$ cat src/rtl/instr_encoder.sv
// Program loader: packs instruction descriptions into MIPS words and writes
// them to instruction memory at consecutive addresses, one session at a time.
module instr_encoder #(
  parameter int ADDR_WIDTH = 8,
  parameter int DEPTH      = 256,
  parameter int BASE_ADDR  = 0
) (
  input  logic                  clk,
  input  logic                  reset,
  input  logic                  start,
  input  logic                  in_valid,
  output logic                  in_ready,
  input  logic [1:0]            in_kind,
  input  logic [4:0]            in_rs,
  input  logic [4:0]            in_rt,
  input  logic [4:0]            in_rd,
  input  logic [4:0]            in_shamt,
  input  logic [5:0]            in_funct,
  input  logic [15:0]           in_imm,
  input  logic                  in_last,
  output logic                  im_we,
  output logic [ADDR_WIDTH-1:0] im_addr,
  output logic [31:0]           im_wdata,
  output logic                  busy,
  output logic                  done,
  output logic [ADDR_WIDTH:0]   word_count,
  output logic                  overflow
);

  localparam logic [ADDR_WIDTH-1:0] BASE_W   = ADDR_WIDTH'(BASE_ADDR);
  localparam logic [ADDR_WIDTH:0]   DEPTH_W  = (ADDR_WIDTH + 1)'(DEPTH);
  localparam logic [ADDR_WIDTH:0]   CNT_ONE  = (ADDR_WIDTH + 1)'(1);
  localparam logic [ADDR_WIDTH-1:0] ADDR_ONE = ADDR_WIDTH'(1);

  typedef enum logic [1:0] {
    IDLE,
    ACCEPT,
    WRITE,
    FINISH
  } state_t;

  state_t                state;
  state_t                next;
  logic                  last_q;
  logic [31:0]           enc;
  logic [ADDR_WIDTH:0]   count_inc;

  assign count_inc = word_count + CNT_ONE;

  // Pack the presented fields into a MIPS word according to the kind.
  always_comb begin
    enc = '0;
    case (in_kind)
      2'd0: enc = {6'd0,  in_rs, in_rt, in_rd, in_shamt, in_funct};
      2'd1: enc = {6'd35, in_rs, in_rt, in_imm};
      2'd2: enc = {6'd43, in_rs, in_rt, in_imm};
      2'd3: enc = {6'd4,  in_rs, in_rt, in_imm};
      default: enc = '0;
    endcase
  end

  // State register; reset aborts any session at once.
  always_ff @(posedge clk or posedge reset) begin
    if (reset) begin
      state <= IDLE;
    end else begin
      state <= next;
    end
  end

  // Next-state selection and the state-decoded handshake/status outputs.
  always_comb begin
    next     = state;
    in_ready = 1'b0;
    im_we    = 1'b0;
    done     = 1'b0;
    busy     = (state != IDLE);
    case (state)
      IDLE: begin
        if (start) next = ACCEPT;
      end
      ACCEPT: begin
        in_ready = 1'b1;
        if (in_valid) next = WRITE;
      end
      WRITE: begin
        im_we = 1'b1;
        if (last_q || (count_inc == DEPTH_W)) next = FINISH;
        else                                 next = ACCEPT;
      end
      FINISH: begin
        done = 1'b1;
        next = IDLE;
      end
      default: next = IDLE;
    endcase
  end

  // Session datapath: address, captured word, word count and overflow flag.
  always_ff @(posedge clk or posedge reset) begin
    if (reset) begin
      im_addr    <= BASE_W;
      im_wdata   <= '0;
      word_count <= '0;
      overflow   <= 1'b0;
      last_q     <= 1'b0;
    end else begin
      case (state)
        IDLE: begin
          if (start) begin
            im_addr    <= BASE_W;
            word_count <= '0;
            overflow   <= 1'b0;
          end
        end
        ACCEPT: begin
          if (in_valid) begin
            im_wdata <= enc;
            last_q   <= in_last;
          end
        end
        WRITE: begin
          word_count <= count_inc;
          // The address only advances when another word will follow, so it
          // never steps past the final written location.
          if (!last_q) begin
            if (count_inc == DEPTH_W) overflow <= 1'b1;
            else                      im_addr  <= im_addr + ADDR_ONE;
          end
        end
        default: ;
      endcase
    end
  end

endmodule

$ cat config.mk
export PLATFORM = sky130hd
export DESIGN_NAME = instr_encoder
export DESIGN_NICKNAME = d
export VERILOG_FILES = /design/src/rtl/instr_encoder.sv
export SDC_FILE = /design/constraint.sdc
export NUM_CORES = 1
export LEC_CHECK = 0
export BUFFER_PORTS_ARGS = -buffer_cell sky130_fd_sc_hd__buf_2
export CORE_MARGIN = 8
export CORE_UTILIZATION = 40
export DETAILED_ROUTE_END_ITERATION = 7
export PLACE_DENSITY_LB_ADDON = 0.08
export SLEW_MARGIN = 40
export SYNTH_ARGS = -nofsm -noshare
export SYNTH_HDL_FRONTEND = slang
export SYNTH_SLANG_ARGS = --single-unit
$ cat constraint.sdc
create_clock -name clk -period 3.4 [get_ports clk]
set_input_delay 0.34 -clock clk [delete_from_list [all_inputs] [get_ports clk]]
set_output_delay 0.34 -clock clk [all_outputs]
set_load 0.005 [all_outputs]
==> results.md, run 1 <==
- Status: complete, no violations
- Largest family of logic cells by synthesized area: compound AO/OA/AOI/OAI gates
- Final clock skew: 0.00615 ns
- Pwr Density: 698 nW/µm²
- CP bufs+invs: 2
- Worst Tran Pin Value: 0.676 ns
- CP Capture Type: output port
- Routed wire per std cell: 15.1 µm
- Synth area leaders: dfrtp_1, mux2_2, o21ai_0
- Clock Root Buffer: clkbuf_8
- Post-Syn Nets: 293
- Maximum vdd drop: 302 µV
- Die H: 94.3 µm
- Nets: 388
- Vias in the first global route: 2,208
- Setup crit start: state[0]
- Top_reg_cell synth: dfrtp_1
- CTS Buffer Depth: 2
- Layout area overhead: 25.6%
- Synth Register Bits: 50
- GRT Residual Overflow: 0
- Critical path class: reg -> out
- Ant. Diodes: 0
- Setup-failing EPs final: 0
- Post-synthesis cell type count: 40
- Largest area contributor in the netlist: dfrtp_1
- Gpl congestion: 0.718
- Cell total after placement: 399
- Pwr Total: 2.15 mW
- Hold buffer count at CTS: 0
- PortBufs: 101
- CP max stage delay: 0.49 ns
- Post_cts resized: 0
- Synth warn: 0
- Die area: 8890 µm²
- XOR/XNOR share of the synthesized area: 0.0107
- Fillcell total: 561
- HP Class: in -> async
- Reg-to-Reg Start: word_count[5]
- Detail Route Antenna Nets: 0
- Crit-path leading delay family: flip-flops
- Detailed Route Iter0 Violations: 46
- Post-CTS setup buffer count: 0
- Critical-path top delay cell: dfrtp_1
- Compound-cell area share of the yosys netlist: 0.187
- Arr. time, crit path: 1.76 ns
- Non-filler instance count after layout: 407
- Critical path, cell by cell: nand2b_1, inv_1, buf_2
- Pin count of the biggest net entering global routing: 51
- Fin crit share: 0.618
- Worst-path fanout max: 14
- Post-synthesis cell area: 2450 µm²
- Critical Path RT: 3.06 ns
- Core box area: 5920 µm²
- Post-synthesis cell count: 236
- Adder-cell share of the synthesized area: 0.0408
- Most frequent cell after synthesis: dfrtp_1
- Pre-antenna DRT Iters: 4
- Fin. Hold Viols: 0
- Layout cells sized above 1: 0.404
- Clk sink count: 50
- Max_cap viols: 0
- Global-route wire length before repair: 10,200 µm
- Post-synth top area share: 0.510
- RSZ-0062 raised after global routing: no
- CTS H-Tree Depth: 2
- TNS Setup: 0 ns
- Setup ws final: 1.30 ns
- EDFF count, synth: 0
- Row count: 28
- Die X-Extent: 94.3 µm
- CTS tree: done
- Worst-path clk slew: 0.10 ns
- Clock latency on the worst-skew pair: 0.30 ns
- Final min period: 2.10 ns
- Max Fclk: 476 MHz
- IO Pins: 103
- Post-synthesis sequential area ratio: 0.510
- Post-Syn Area per Cell: 10.4 µm²
- Dpl ws: 1.34 ns
- Antenna violations before repair: 0
- Relative slew slack: 0.548
- Num CTS Buffers: 5
- DRT Wirelength: 6150 µm
- Final core occ: 0.520
- Vias: 2,029
- Drt drc: 0
- CP Launch Type: flop
- Total track usage: 0.142
- Async set or reset register ratio after synthesis: 1.00
- Drt via density: 4.99
- Synth Area in Simple Gates: 0.136
- Pleak: 1.58 nW
- Slew Limit Fails: 0
- Initial Utilization: 0.414
- Mux share of post-synthesis cell area: 0.0684
- Hpwl dp: 4560 µm
- Commonest cells in the netlist: dfrtp_1, o21ai_0, nand2_1, a22oi_1, mux2_2
[cells in the final DEF, fill, tap and decap left out, types with 6 or more instances in the layout]
master,Yosys,final
buf_2,2,101
dfrtp_1,50,50
o21ai_0,30,30
nand2_1,28,27
a22oi_1,16,16
mux2_2,14,14
nor2_1,11,10
a21oi_1,9,9
inv_1,9,8
ha_1,8,8
nand3_1,7,7
clkbuf_8,0,6
[kinds of logic after synthesis]
group                    Yosys count
AO/OA/AOI/OAI                     71
multiplexers                      15
other                              1
XOR/XNOR                           3
buffers and inverters             23
AND/OR/NAND/NOR                   65
flip-flops                        50
adder cells (fa/ha/maj)            8
[metal layers]
metal / track usage / vias to the layer above / wire length [µm]
met1: 0.166 / 935 / 2660
met5: 0 / - / 0
li1: - / 1021 / -
met4: 0.0396 / 0 / 58
met3: 0.0504 / 5 / 495
met2: 0.239 / 68 / 2930
[where the power goes]
part / switching (mW) / total, mW / internal [mW]
Sequential: 0.159 / 0.973 / 0.815
Clock: 0.201 / 0.366 / 0.165
Combinational: 0.411 / 0.811 / 0.400
[registers in the layout, indices dropped and copies added, names as in the netlist]
register    flops
word_count      9
im_wdata       29
last_q          1
state           2
im_addr         8
overflow        1
[metrics by stage]
stage / hold WS (ns) / area, µm²
6_report: 0.122 / 3080
3_3_place_gp: 0.461 / 2980
3_5_place_dp: 0.467 / 2990
5_1_grt: 0.177 / 3080
2_1_floorplan: 0.426 / 2450
4_1_cts: 0.150 / 3080
[final timing paths]
kind,slack (ns),endpoint,cells after the start
max in group asynchronous,2.87,im_wdata[24],2
worst min register to register,0.48,im_wdata[6],2
worst max-delay path,1.30,im_we,3
worst max register to register,1.53,im_addr[7],5
worst min-delay path,0.12,im_wdata[7],2
min in group clk,0.24,state[0],2
[layout make-up]
| type | count | area, µm² | area share |
|---|---|---|---|
| tap | 75 | 93.8 | 0.0305 |
| inverter | 9 | 36.3 | 0.0118 |
| clock inverter | 1 | 5.00 | 0.00162 |
| clock buffer | 7 | 86.3 | 0.0280 |
| multi-input combinational | 163 | 1090 | 0.355 |
| sequential | 50 | 1250 | 0.406 |
| timing repair buffer | 102 | 513 | 0.167 |
Note: power is estimated with default switching activity, not from simulation.
==> inputs of run 2 (changes only) <==
clock period = 2 ns   (was 3.4 ns; I/O delays follow)
==> run 2 against run 1 <==
Net effect: critical path depth rose by 3; critical endpoint is now im_addr[6]; clock power rose by 140%; utilization rose by 2.8 points; sequential power rose by 66%; design area rose by 5.3%; final cell count rose by 2.9%; via count rose by 4.8%; flip-flop and latch count did not move; first-iteration DRC count fell by 8.7%; combinational power rose by 85%; highest routed layer unchanged; clock-buffer cell count fell by 1.
==> results.md, run 2 (synthesized netlist as in run 1, its figures left out) <==
- Layout cells sized above 1: 0.422 (+0.0179)
- Largest register FFs: 29 (unchanged)
- Nets: 400 (+3.1%)
- Met3 GRT Util: 0.0528 (+0.00240)
- Die area: 8890 µm² (unchanged)
- Commonest non-fill, non-tap cell in the layout: buf_2
- PortBufs: 101 (unchanged)
- CTS tree: done
- Initial Utilization: 0.414 (unchanged)
- FF+latch area: 1250 µm² (unchanged)
- Largest regs: im_wdata x29, word_count x9, im_addr x8
- Clock Root Buffer: clkbuf_8
- Most used routing layer: met2
- Detail Route Antenna Nets: 0 (unchanged)
- Gpl congestion: 0.759 (+5.7%)
- Met2 Use GR: 0.245 (+0.00637)
- Max Fclk: 539 MHz
- Die H: 94.3 µm (unchanged)
- Dpl ws: 0.158 ns (-1.18 ns)
- Routed wire per std cell: 15.2 µm (+0.58%)
- Post-CTS setup buffer count: 0 (unchanged)
- Global-route wire length before repair: 10,800 µm (+5.2%)
- Pleak: 1.67 nW (+5.7%)
- Vias in the first global route: 2,307 (+4.5%)
- Drt drc: 0 (unchanged)
- Hpwl dp: 4760 µm (+4.3%)
- Setup-failing EPs final: 0 (unchanged)
- Slew Limit Fails: 0 (unchanged)
- CP Launch Type: flop
- Ant. Diodes: 0 (unchanged)
- CTS H-Tree Depth: 2 (unchanged)
- HP Class: in -> reg
- Setup ws final: 0.146 ns (-1.15 ns)
- Pin count of the biggest net entering global routing: 38 (-25%)
- Drt via density: 5.07 (+1.8%)
- Relative slew slack: 0.563 (+0.0145)
- Num CTS Buffers: 5 (unchanged)
- Die X-Extent: 94.3 µm (unchanged)
- Total track usage: 0.151 (+0.00961)
- Pre-antenna DRT Iters: 4 (unchanged)
- Arr. time, crit path: 2.07 ns (+0.31 ns)
- Fillcell total: 544 (-3.0%)
- Critical path, cell by cell: ha_1, nand3_1, nor4_1, a21o_2, or2b_2, o31ai_1
- Vias: 2,126 (+4.8%)
- Fin crit share: 0.927
- Row count: 28 (unchanged)
- Status: complete, no violations
- Maximum vdd drop: 734 µV (+140%)
- Placement Cell Area: 3090 µm² (+3.4%)
- Final min period: 1.85 ns
- Worst-path clk slew: 0.09 ns (about the same)
- Critical-path top delay cell: dfrtp_1
- Met1 GRT Util: 0.177 (+0.0115)
- Clk sink count: 50 (unchanged)
- Layout area overhead: 32.3%
- Most flops, register: im_wdata
- Post-route cell area: 3240 µm² (+5.3%)
- Most frequent cells in the layout: buf_2, dfrtp_1, o21ai_0
- CP Capture Type: flop
- Antenna violations before repair: 0 (unchanged)
- Critical Path RT: 2.21 ns (-0.85 ns)
- CTS Buffer Depth: 2 (unchanged)
- TNS Setup: 0 ns (unchanged)
- IO Pins: 103 (unchanged)
- Final clock skew: 0.00396 ns (-0.00219 ns)
- Core box area: 5920 µm² (unchanged)
- Clock latency on the worst-skew pair: 0.30 ns (about the same)
- Multi-input gate area: 1090 µm² (-0.23%)
- Max_cap viols: 0 (unchanged)
- Worst Tran Pin Value: 0.655 ns (-0.0211 ns)
- CP max stage delay: 0.44 ns (-0.05 ns)
- Detailed Route Iter0 Violations: 42 (-8.7%)
- RSZ-0062 raised after global routing: no
- Worst-path fanout max: 6 (-8)
- Fin. Hold Viols: 0 (unchanged)
- Pwr Density: 1230 nW/µm² (+77%)
- GRT Residual Overflow: 0 (unchanged)
- DRT Wirelength: 6370 µm (+3.5%)
- Non-filler instance count after layout: 419 (+2.9%)
- Cell total after placement: 410 (+2.8%)
- Critical path class: reg -> reg
- Final core occ: 0.548 (+0.0277)
==> run 2: path summary, 6_finish.rpt <==
kind                       slack, ns  cells past startpoint       endpoint          start
max                             0.15                      6     im_addr[6]  word_count[0]
min                             0.11                      2       state[0]       in_valid
max reg2reg                     0.15                      6     im_addr[6]  word_count[0]
min reg2reg                     0.48                      2    im_wdata[9]    im_wdata[9]
max in group asynchronous       0.96                      4  word_count[7]          reset
min in group asynchronous       0.49                      3   im_wdata[11]          reset
==> run 2: critical path, delay by kind of cell (launching register included) <==
family / cells / cell delay [ns]
flops: 1 / 0.44
fa+ha+maj: 1 / 0.28
compound gates: 2 / 0.46
simple gates: 3 / 0.58
==> run 2: repair_timing <==
| item | 4_1_cts | 5_1_grt |
|---|---|---|
| hold endpoints to repair | 24 | 0 |
| endpoints found under the setup margin | 0 | 0 |
| hold buffers | 1 | 0 |
| gates resized for setup | 0 | 0 |
==> run 2: final cells by class <==
class,count,share of cell area
Sequential cell,50,0.386
Multi-Input combinational cell,163,0.337
Timing Repair Buffer,114,0.194
Tap cell,75,0.0289
Clock buffer,6,0.0255
Clock inverter,2,0.0185
Inverter,9,0.0104
==> run 2: through the flow <==
step	hold WS [ns]	total power, mW
after global routing	0.115	4.35
after CTS	0.102	4.08
after global placement	0.294	3.16
final	0.114	4.00
after detailed placement	0.303	3.19
after floorplan	0.286	2.48
==> run 2: routing by layer <==
layer	vias to the layer above	part of all wire
met5	-	0
met2	61	0.49
li1	1046	-
met1	1012	0.42
met4	0	0.012
met3	7	0.075
==> run 2: where the power goes <==
group | total [mW] | internal (mW) | switching (mW) | leakage, nW
Sequential | 1.62 | 1.38 | 0.233 | 0.646
Clock | 0.877 | 0.533 | 0.344 | 0.0714
Combinational | 1.50 | 0.759 | 0.744 | 0.956
Total | 4.00 | 2.68 | 1.32 | 1.67
